File: src/rtl/cla_add_arbiter_pkg.sv
// Shared constants, helper and tag type for the shared-adder arbiter slice.
// Latency: n/a (declarations only).
// Backpressure: n/a.
package cla_add_arbiter_pkg;

  localparam int CLA_DATA_W  = 32;
  localparam int CLA_ADD_LAT = 2;
  // Tag id field is sized for the largest supported requester count (8).
  localparam int TAG_ID_W    = 3;

  // Index width for n requesters; never below 1 bit.
  function automatic int id_w(input int n);
    return (n > 1) ? $clog2(n) : 1;
  endfunction

  typedef struct packed {
    logic                vld;
    logic [TAG_ID_W-1:0] id;
  } tag_t;

endpackage

File: src/rtl/cla_add_arbiter_rr.sv
// Round-robin arbiter: picks the first set request at or after ptr, wrapping.
// Latency: grant is combinational; ptr advances on the edge of an accepted grant.
// Backpressure: ptr holds while accept is low.
// Ports: clk, rst, req vector, accept; gnt one-hot, gnt_idx index, any (some request set).
module cla_add_arbiter_rr #(
  parameter int NREQ = 4
) (
  input  logic                    clk,
  input  logic                    rst,
  input  logic [NREQ-1:0]         req,
  input  logic                    accept,
  output logic [NREQ-1:0]         gnt,
  output logic [$clog2(NREQ)-1:0] gnt_idx,
  output logic                    any
);

  localparam int IW = $clog2(NREQ);

  logic [IW-1:0] ptr;

  always_comb begin
    int j;
    j       = 0;
    gnt     = '0;
    gnt_idx = '0;
    any     = 1'b0;
    for (int k = 0; k < NREQ; k++) begin
      // Explicit wrap keeps non-power-of-2 NREQ correct.
      j = int'(ptr) + k;
      if (j >= NREQ) j = j - NREQ;
      if (!any && req[j]) begin
        any     = 1'b1;
        gnt_idx = IW'(j);
      end
    end
    if (any) gnt[gnt_idx] = 1'b1;
  end

  always_ff @(posedge clk) begin
    if (rst) begin
      ptr <= '0;
    end else if (accept) begin
      ptr <= (int'(gnt_idx) == NREQ - 1) ? '0 : gnt_idx + 1'b1;
    end
  end

endmodule

File: src/rtl/cla_add_arbiter.sv
// Shares one pipelined adder among NREQ requesters, one round-robin grant per cycle,
// results tagged back to the issuer. Latency: handshake in cycle C -> rsp_valid in C+ADD_LAT+1.
// Backpressure: req_ready gated by en; responses are never stalled.
// Ports: clk, rst; en, req_valid/ready/a/b/cin (packed per requester); add_a/b/cin to adder,
// add_sum/cout from adder; rsp_valid/id/sum/cout; busy; grant_cnt (16-bit wrapping).
module cla_add_arbiter
  import cla_add_arbiter_pkg::*;
#(
  parameter int NREQ    = 4,
  parameter int DATA_W  = CLA_DATA_W,
  parameter int ADD_LAT = CLA_ADD_LAT
) (
  input  logic                     clk,
  input  logic                     rst,
  input  logic                     en,
  input  logic [NREQ-1:0]          req_valid,
  output logic [NREQ-1:0]          req_ready,
  input  logic [NREQ*DATA_W-1:0]   req_a,
  input  logic [NREQ*DATA_W-1:0]   req_b,
  input  logic [NREQ-1:0]          req_cin,
  output logic [DATA_W-1:0]        add_a,
  output logic [DATA_W-1:0]        add_b,
  output logic                     add_cin,
  input  logic [DATA_W-1:0]        add_sum,
  input  logic                     add_cout,
  output logic                     rsp_valid,
  output logic [$clog2(NREQ)-1:0]  rsp_id,
  output logic [DATA_W-1:0]        rsp_sum,
  output logic                     rsp_cout,
  output logic                     busy,
  output logic [15:0]              grant_cnt
);

  localparam int IW = $clog2(NREQ);

  logic [NREQ-1:0] gnt;
  logic [IW-1:0]   gnt_idx;
  logic            any;
  logic            hs;
  tag_t            tag_q [ADD_LAT];

  assign hs        = en & any;
  assign req_ready = hs ? gnt : '0;

  cla_add_arbiter_rr #(.NREQ(NREQ)) u_rr (
    .clk     (clk),
    .rst     (rst),
    .req     (req_valid),
    .accept  (hs),
    .gnt     (gnt),
    .gnt_idx (gnt_idx),
    .any     (any)
  );

  // Operands stay zero when idle so the adder never sees stale or X data.
  always_comb begin
    add_a   = '0;
    add_b   = '0;
    add_cin = 1'b0;
    if (hs) begin
      add_a   = req_a[int'(gnt_idx)*DATA_W +: DATA_W];
      add_b   = req_b[int'(gnt_idx)*DATA_W +: DATA_W];
      add_cin = req_cin[gnt_idx];
    end
  end

  // Tag pipe mirrors the adder depth; the last stage lines up with add_sum.
  always_ff @(posedge clk) begin
    if (rst) begin
      for (int s = 0; s < ADD_LAT; s++) tag_q[s] <= '0;
    end else begin
      tag_q[0] <= {hs, TAG_ID_W'(gnt_idx)};
      for (int s = 1; s < ADD_LAT; s++) tag_q[s] <= tag_q[s-1];
    end
  end

  always_ff @(posedge clk) begin
    if (rst) begin
      rsp_valid <= 1'b0;
      rsp_id    <= '0;
      rsp_sum   <= '0;
      rsp_cout  <= 1'b0;
      grant_cnt <= '0;
    end else begin
      rsp_valid <= tag_q[ADD_LAT-1].vld;
      if (tag_q[ADD_LAT-1].vld) begin
        rsp_id   <= IW'(tag_q[ADD_LAT-1].id);
        rsp_sum  <= add_sum;
        rsp_cout <= add_cout;
      end
      if (hs) grant_cnt <= grant_cnt + 16'd1;
    end
  end

  always_comb begin
    busy = rsp_valid;
    for (int s = 0; s < ADD_LAT; s++) busy = busy | tag_q[s].vld;
  end

endmodule

File: config.mk
export PLATFORM = sky130hd
export DESIGN_NAME = cla_add_arbiter
export DESIGN_NICKNAME = d
export VERILOG_FILES = /design/src/rtl/cla_add_arbiter_pkg.sv /design/src/rtl/cla_add_arbiter_rr.sv /design/src/rtl/cla_add_arbiter.sv
export SDC_FILE = /design/constraint.sdc
export NUM_CORES = 1
export LEC_CHECK = 0
export CAP_MARGIN = 20
export CORE_AREA = 2 2 163 165
export CTS_CLUSTER_SIZE = 24
export DETAILED_ROUTE_END_ITERATION = 8
export DIE_AREA = 0 0 165 167
export DONT_BUFFER_PORTS = 1
export SETUP_SLACK_MARGIN = 0.15
export SLEW_MARGIN = 10
export SYNTH_ARGS = -nofsm -noshare
export SYNTH_HDL_FRONTEND = slang
export SYNTH_SLANG_ARGS = --single-unit
File: constraint.sdc
create_clock -name clk -period 3.84 [get_ports clk]
set_input_delay 0.384 -clock clk [delete_from_list [all_inputs] [get_ports clk]]
set_output_delay 0.384 -clock clk [all_outputs]
set_load 0.02 [all_outputs]
==> impl_metrics.env, run 1 <==
export IMPL_run_status="complete, no violations"
export IMPL_clock_latency_ps=320
export IMPL_cp_end_kind="primary output"
export IMPL_via_count=3610
export IMPL_clk_pin_slew_ps=60
export IMPL_fmax_mhz=327
export IMPL_drt_initial_drc_count=173
export IMPL_cp_data_arrival_time_ps=2680
export IMPL_worstMarginPinSlew_ps=855
export IMPL_fin_tns_setup_ps=0
export IMPL_vias_per_cell=4.66
export IMPL_antenna_found_initial=4
export IMPL_synth_warnings=0
export IMPL_cap_violations=0
export IMPL_firstDrtPassIters=4
export IMPL_synth_xor_area_frac=0.0267
export IMPL_syn_area_sq_um=4260
export IMPL_cts_buffers=9
export IMPL_grt_pass1_vias=3295
export IMPL_nets=734
export IMPL_synth_most_common_cell="mux2i_1"
export IMPL_synth_avg_cell_area_sq_um=9.33
export IMPL_htreeDepth=3
export IMPL_ir_worst_vdd_v=0.000264
export IMPL_totalWireLength_microns=18500
export IMPL_grt_overflow=0
export IMPL_p_total_uw=2100
export IMPL_p_per_area_nw_per_um2=434
export IMPL_finalNonFillerCells=775
export IMPL_cts_sinks=60
export IMPL_port_buffers=0
export IMPL_synthFlopType="dfxtp_1"
export IMPL_crit_type="register to primary output"
export IMPL_synth_edf_count=0
export IMPL_drcViolationCount=0
export IMPL_synth_area_leaders="mux2i_1, dfxtp_1, o22ai_1"
export IMPL_grt_usage=0.122
export IMPL_hold_viol=0
export IMPL_clk_path_buf_depth=2
export IMPL_design_area_sq_um=4830
export IMPL_drtAntennaViolNets=0
export IMPL_num_rows=59
export IMPL_hold_buffers=0
export IMPL_multi_input_area_sq_um=2830
export IMPL_die_w_microns=165
export IMPL_final_layout_size_suffix_gt1_frac=0.0892
export IMPL_slew_viol_final=0
export IMPL_grt_max_degree=101
export IMPL_regArea_sq_um=1200
export IMPL_ys_top_cells_by_count="mux2i_1, dfxtp_1, nor2_1"
export IMPL_synth_compound_area_share=0.134
export IMPL_start_kind="register"
export IMPL_cts_repair_resized=0
export IMPL_synth_fa_ha_area_frac=0.00587
export IMPL_synth_top_area_share=0.390
export IMPL_synth_seq_cells=60
export IMPL_worstPathRequired_ps=3460
export IMPL_seq_area_frac_synth=0.282
export IMPL_fill_cells=2840
export IMPL_cts_tree="done"
export IMPL_p_leak_uw=0.00166
export IMPL_hpwl_microns=15400
export IMPL_wl_per_cell_microns=23.8
export IMPL_worst_path_max_fanout=66
export IMPL_die_h_microns=167
export IMPL_synth_distinct_cells=35
export IMPL_synth_top_family_by_area="multiplexers"
export IMPL_die_area_sq_um=27600
export IMPL_clock_skew_ps=6.83
export IMPL_finalCriticalPeriod_ps=3060
export IMPL_dpl_cell_area_sq_um=4500
export IMPL_synth_async_reset_ratio=0
export IMPL_boundaryPins=422
export IMPL_start_util=0.166
export IMPL_syn_nets=759
export IMPL_syn_to_final_growth_pct=13.2
export IMPL_grt_pass1_wl_microns=24100
export IMPL_synthCells=457
export IMPL_coreArea_sq_um=25800
export IMPL_synth_largest_area_cell="mux2i_1"
export IMPL_place_congestion=0.913
export IMPL_relSlewSlack=0.430
export IMPL_finalCritPeriodShare=0.797
export IMPL_rsz0062_at_grt="no"
export IMPL_min_delay_path_class="input port to register"
export IMPL_dp_cells=755
export IMPL_cts_setup_buffers=0
export IMPL_muxShareOfSynthArea=0.390
export IMPL_setup_viol=0
export IMPL_yosys_area_share_simple=0.101
export IMPL_cts_root_buf="clkbuf_16"
cells in the final DEF (no fill, tap or decap), types with 5 or more instances in the layout:
master | synthesis | layout
nor2_1 | 57 | 57
o22ai_2 | 10 | 10
clkbuf_16 | 0 | 9
mux2i_1 | 166 | 166
a21oi_1 | 8 | 8
xor2_1 | 9 | 9
dfxtp_1 | 60 | 59
nand3_1 | 5 | 5
nand2_1 | 11 | 10
o22ai_1 | 55 | 55
state kept, by name, indices dropped and copies added, names as in the netlist:
| signal | count |
|---|---|
| grant_cnt | 16 |
| rsp_cout | 1 |
| rsp_id | 2 |
| rsp_sum | 32 |
| rsp_valid | 1 |
| tag_q | 6 |
| u_rr.ptr | 2 |
power breakdown:
group	total, uW	switching [uW]	leakage, uW	internal [uW]
combinational	616	394	0.00104	222
sequential	678	34.8	0.000488	644
clock	803	298	0.000142	505
kinds of logic (layout without fill, tap and decap cells):
family                   Yosys count  in the layout
buffers and inverters             43             23
adder cells (fa/ha/maj)            2              2
AND/OR/NAND/NOR                   95             95
AO/OA/AOI/OAI                     78             78
other                              0              3
flip-flops                        60             60
multiplexers                     166            166
XOR/XNOR                          13             13
path summary, 6_finish.rpt:
kind	endpoint	from	slack, ps	cells past startpoint
max	add_cin	u_rr.ptr[1]	780	6
min	rsp_sum[29]	rst	130	1
min reg2reg	tag_q[0][4]	tag_q[0][0]	450	1
max reg2reg	u_rr.ptr[0]	u_rr.ptr[1]	1820	5
worst max-delay path, stage by stage (launching register included):
cell	delay, ps
dfxtp_1	460
mux2i_1	230
nor2_1	60
or3_4	410
clkinv_2	80
nand2_4	380
o22ai_1	650
cell type report:
cell class,count,share of cell area
Clock buffer,9,0.0466
Clock inverter,7,0.0158
Timing Repair Buffer,4,0.0114
Tap cell,335,0.0868
Multi-Input combinational cell,354,0.586
Antenna cell,3,0.00155
Inverter,3,0.00259
Sequential cell,60,0.249
through the flow:
step	hold slack (ps)	utilization	setup slack, ps
after global placement	422	0.175	1250
after floorplan	414	-	1700
after CTS	111	0.186	755
after global routing	113	0.187	643
final	131	0.187	779
after detailed placement	446	0.175	1110
per-layer routing:
| metal | share of wire | GRT usage |
|---|---|---|
| met5 | 0.00054 | 0 |
| met1 | 0.42 | 0.163 |
| met3 | 0.089 | 0.0309 |
| met4 | 0.0077 | 0.0340 |
| met2 | 0.48 | 0.194 |
No activity file was read; power rests on OpenSTA's default activity.
==> run 2: changes to the inputs <==
==> constraint.sdc (replaced) <==
create_clock -name clk -period 2.65 [get_ports clk]
set_input_delay 0.265 -clock clk [delete_from_list [all_inputs] [get_ports clk]]
set_output_delay 0.265 -clock clk [all_outputs]
set_load 0.02 [all_outputs]
==> run 2 against run 1 <==
Net effect: die area unchanged; combinational power grew 110%; critical path depth is 3 higher; clock power rose by 71%; final cell count up 11%; sequential cell count unchanged; utilization up 4.0 points; non-clock buffer count grew 84; first-iteration DRC count grew 2.9%; final area is 21% higher; critical endpoint is now add_b[3]; highest routed layer unchanged.
==> impl_metrics.env, run 2 (same netlist as run 1, synthesis figures left out) <==
export IMPL_grt_usage=0.142
export IMPL_worstPathRequired_ps=2380
export IMPL_dp_slack_ps=287
export IMPL_vias_per_cell=4.65
export IMPL_cap_violations=0
export IMPL_worst_path_max_fanout=6
export IMPL_grt_overflow=0
export IMPL_cpMostUsedCell="buf_4"
export IMPL_firstDrtPassIters=4
export IMPL_crit_type="register to primary output"
export IMPL_clock_latency_ps=330
export IMPL_met3_length_microns=2230
export IMPL_cts_buffers=9
export IMPL_p_leak_uw=0.00223
export IMPL_die_h_microns=167
export IMPL_fin_tns_setup_ps=0
export IMPL_die_area_sq_um=27600
export IMPL_drt_initial_drc_count=178
export IMPL_place_congestion=0.853
export IMPL_relSlewSlack=0.314
export IMPL_layout_common_cells="mux2i_1, buf_4, dfxtp_1"
export IMPL_r2r_start="u_rr.ptr[0]"
export IMPL_fin_ws_ps=216
export IMPL_clk_pin_slew_ps=60
export IMPL_start_kind="register"
export IMPL_power_switching_uw=1170
export IMPL_wl_per_cell_microns=24.9
export IMPL_cts_sinks=60
export IMPL_final_layout_size_suffix_gt1_frac=0.253
export IMPL_antenna_found_initial=7
export IMPL_run_status="complete, no violations"
export IMPL_largest_register="rsp_sum"
export IMPL_p_per_area_nw_per_um2=623
export IMPL_whs_path_depth=1
export IMPL_wl_met1_microns=8920
export IMPL_min_delay_path_class="input port to register"
export IMPL_worstMarginPinSlew_ps=1030
export IMPL_finalCriticalPeriod_ps=2430
export IMPL_crit_chain="mux2i_1, nor2_1, or3_4, clkinv_8, nand2_8, buf_12, buf_4, o22ai_1, buf_4"
export IMPL_pwr_share_clk=0.376
export IMPL_cp_slowest_cell="or3_4"
export IMPL_comb_power_share=0.356
export IMPL_grt_pass1_vias=3831
export IMPL_fmax_mhz=411
export IMPL_syn_to_final_growth_pct=37.6
export IMPL_drcViolationCount=0
export IMPL_coreArea_sq_um=25800
export IMPL_drtAntennaViolNets=0
export IMPL_wl_met2_microns=9880
export IMPL_ir_worst_vdd_v=0.000450
export IMPL_grt_pass1_wl_microns=27700
export IMPL_top_layer="met5"
export IMPL_reg_top3="rsp_sum x32, grant_cnt x16, tag_q x6"
export IMPL_slew_viol_final=0
export IMPL_grt_max_degree=53
export IMPL_port_buffers=0
export IMPL_finalCritPeriodShare=0.919
export IMPL_layout_commonest_cell="mux2i_1"
export IMPL_clk_path_buf_depth=2
export IMPL_cp_data_arrival_time_ps=2170
export IMPL_reg2reg_to="u_rr.ptr[1]"
export IMPL_clock_skew_ps=11.7
export IMPL_largest_reg_flops=32
export IMPL_num_rows=59
export IMPL_r2r_setup_slack_ps=850
export IMPL_fill_cells=2805
export IMPL_cts_root_buf="clkbuf_16"
export IMPL_nets=819
export IMPL_pwr_share_seq=0.268
export IMPL_cts_tree="done"
export IMPL_whs_endpoint="rsp_sum[29]"
export IMPL_rr_worst_depth=8
export IMPL_internal_power_uw=2480
export IMPL_setup_viol=0
export IMPL_rsz0062_at_grt="yes"
export IMPL_totalWireLength_microns=21400
export IMPL_cp_end_kind="primary output"
export IMPL_htreeDepth=3
export IMPL_netSwitchingFraction=0.321
export IMPL_critical_path_max_stage_delay_ps=390
export IMPL_hpwl_microns=16300
export IMPL_hold_start="rst"
export IMPL_hold_viol=0
export IMPL_die_w_microns=165
export IMPL_fin_util=0.228
export IMPL_via_count=4004
export IMPL_boundaryPins=422
export IMPL_start_util=0.166
run 2: cell count changes in the layout (fill, tap and decap cells not counted), sizes merged:
| cell | change |
|---|---|
| clkinvlp | -1 |
| bufbuf | +1 |
| diode | +1 |
| clkbuf | +3 |
| dlygate4sd3 | +4 |
| buf | +77 |
| inv | -1 |
| clkinv | -1 |
| nand2 | +1 |
| bufinv | +2 |
run 2: repair_timing:
item / CTS / global route
setup buffers: 8 / 2
pin swaps: 2 / 1
hold endpoints to repair: 24 / 1
endpoints found under the setup margin: 53 / 53
hold buffers: 3 / 1
resized for setup: 16 / 16
gates cloned: 6 / 2
run 2: through the flow:
| step | cells | hold WS [ps] | instance area (sq um) | total power, uW |
|---|---|---|---|---|
| after floorplan | 457 | 412 | 4260 | 1810 |
| after global placement | 819 | 339 | 5020 | 2090 |
| after detailed placement | 819 | 341 | 5020 | 2090 |
| after CTS | 852 | 0.228 | 5690 | 3640 |
| after global routing | 861 | 0.744 | 5870 | 3820 |
| final | 861 | 13.6 | 5870 | 3650 |
run 2: how the worst max path moves through the flow:
stage	start	endpoint	slack [ps]	cells after the start
2_1_floorplan	u_rr.ptr[1]	add_a[13]	630	8
3_3_place_gp	u_rr.ptr[1]	add_a[0]	360	8
3_5_place_dp	u_rr.ptr[0]	add_a[1]	290	8
4_1_cts	u_rr.ptr[0]	add_a[11]	120	8
5_1_grt	u_rr.ptr[1]	add_a[4]	90	9
6_report	u_rr.ptr[1]	add_b[3]	220	9
run 2: power by group through the flow:
stage	clock, uW	combinational, uW	sequential (uW)
finish	1370	1300	980
global route	1460	1380	984
CTS	1420	1240	980
detailed placement	0	1090	1000
global placement	0	1080	1000
floorplan	0	820	992
run 2: layer usage:
metal,global-route usage,vias up
li1,-,1823
met1,0.185,1887
met2,0.221,270
met3,0.0486,22
met4,0.0427,2
met5,0,-
run 2: final cells by class:
cell class	count	area (sq um)	area share
antenna	4	10.0	0.00171
clock buffer	10	239	0.0407
clock inverter	6	111	0.0190
inverter	3	23.8	0.00405
multi-input combinational	355	2920	0.499
sequential	60	1210	0.206
tap	335	419	0.0715
timing repair buffer	88	932	0.159
run 2: worst max-delay path: cells and delay by family (launching register included):
kind	cells	cell delay, ps
buf+inv	4	590
simple gates	3	530
flops	1	360
mux	1	190
compound gates	1	170
==> run 3: changes to the inputs <==
--- a/config.mk
+++ b/config.mk
@@ -12,6 +12,7 @@
 export DIE_AREA = 0 0 165 167
 export DONT_BUFFER_PORTS = 1
 export SETUP_SLACK_MARGIN = 0.15
+export SKIP_LAST_GASP = 1
 export SLEW_MARGIN = 10
 export SYNTH_ARGS = -nofsm -noshare
 export SYNTH_HDL_FRONTEND = slang
==> results of run 3 <==
Final layout, timing and power as in run 2 (identical DEF).
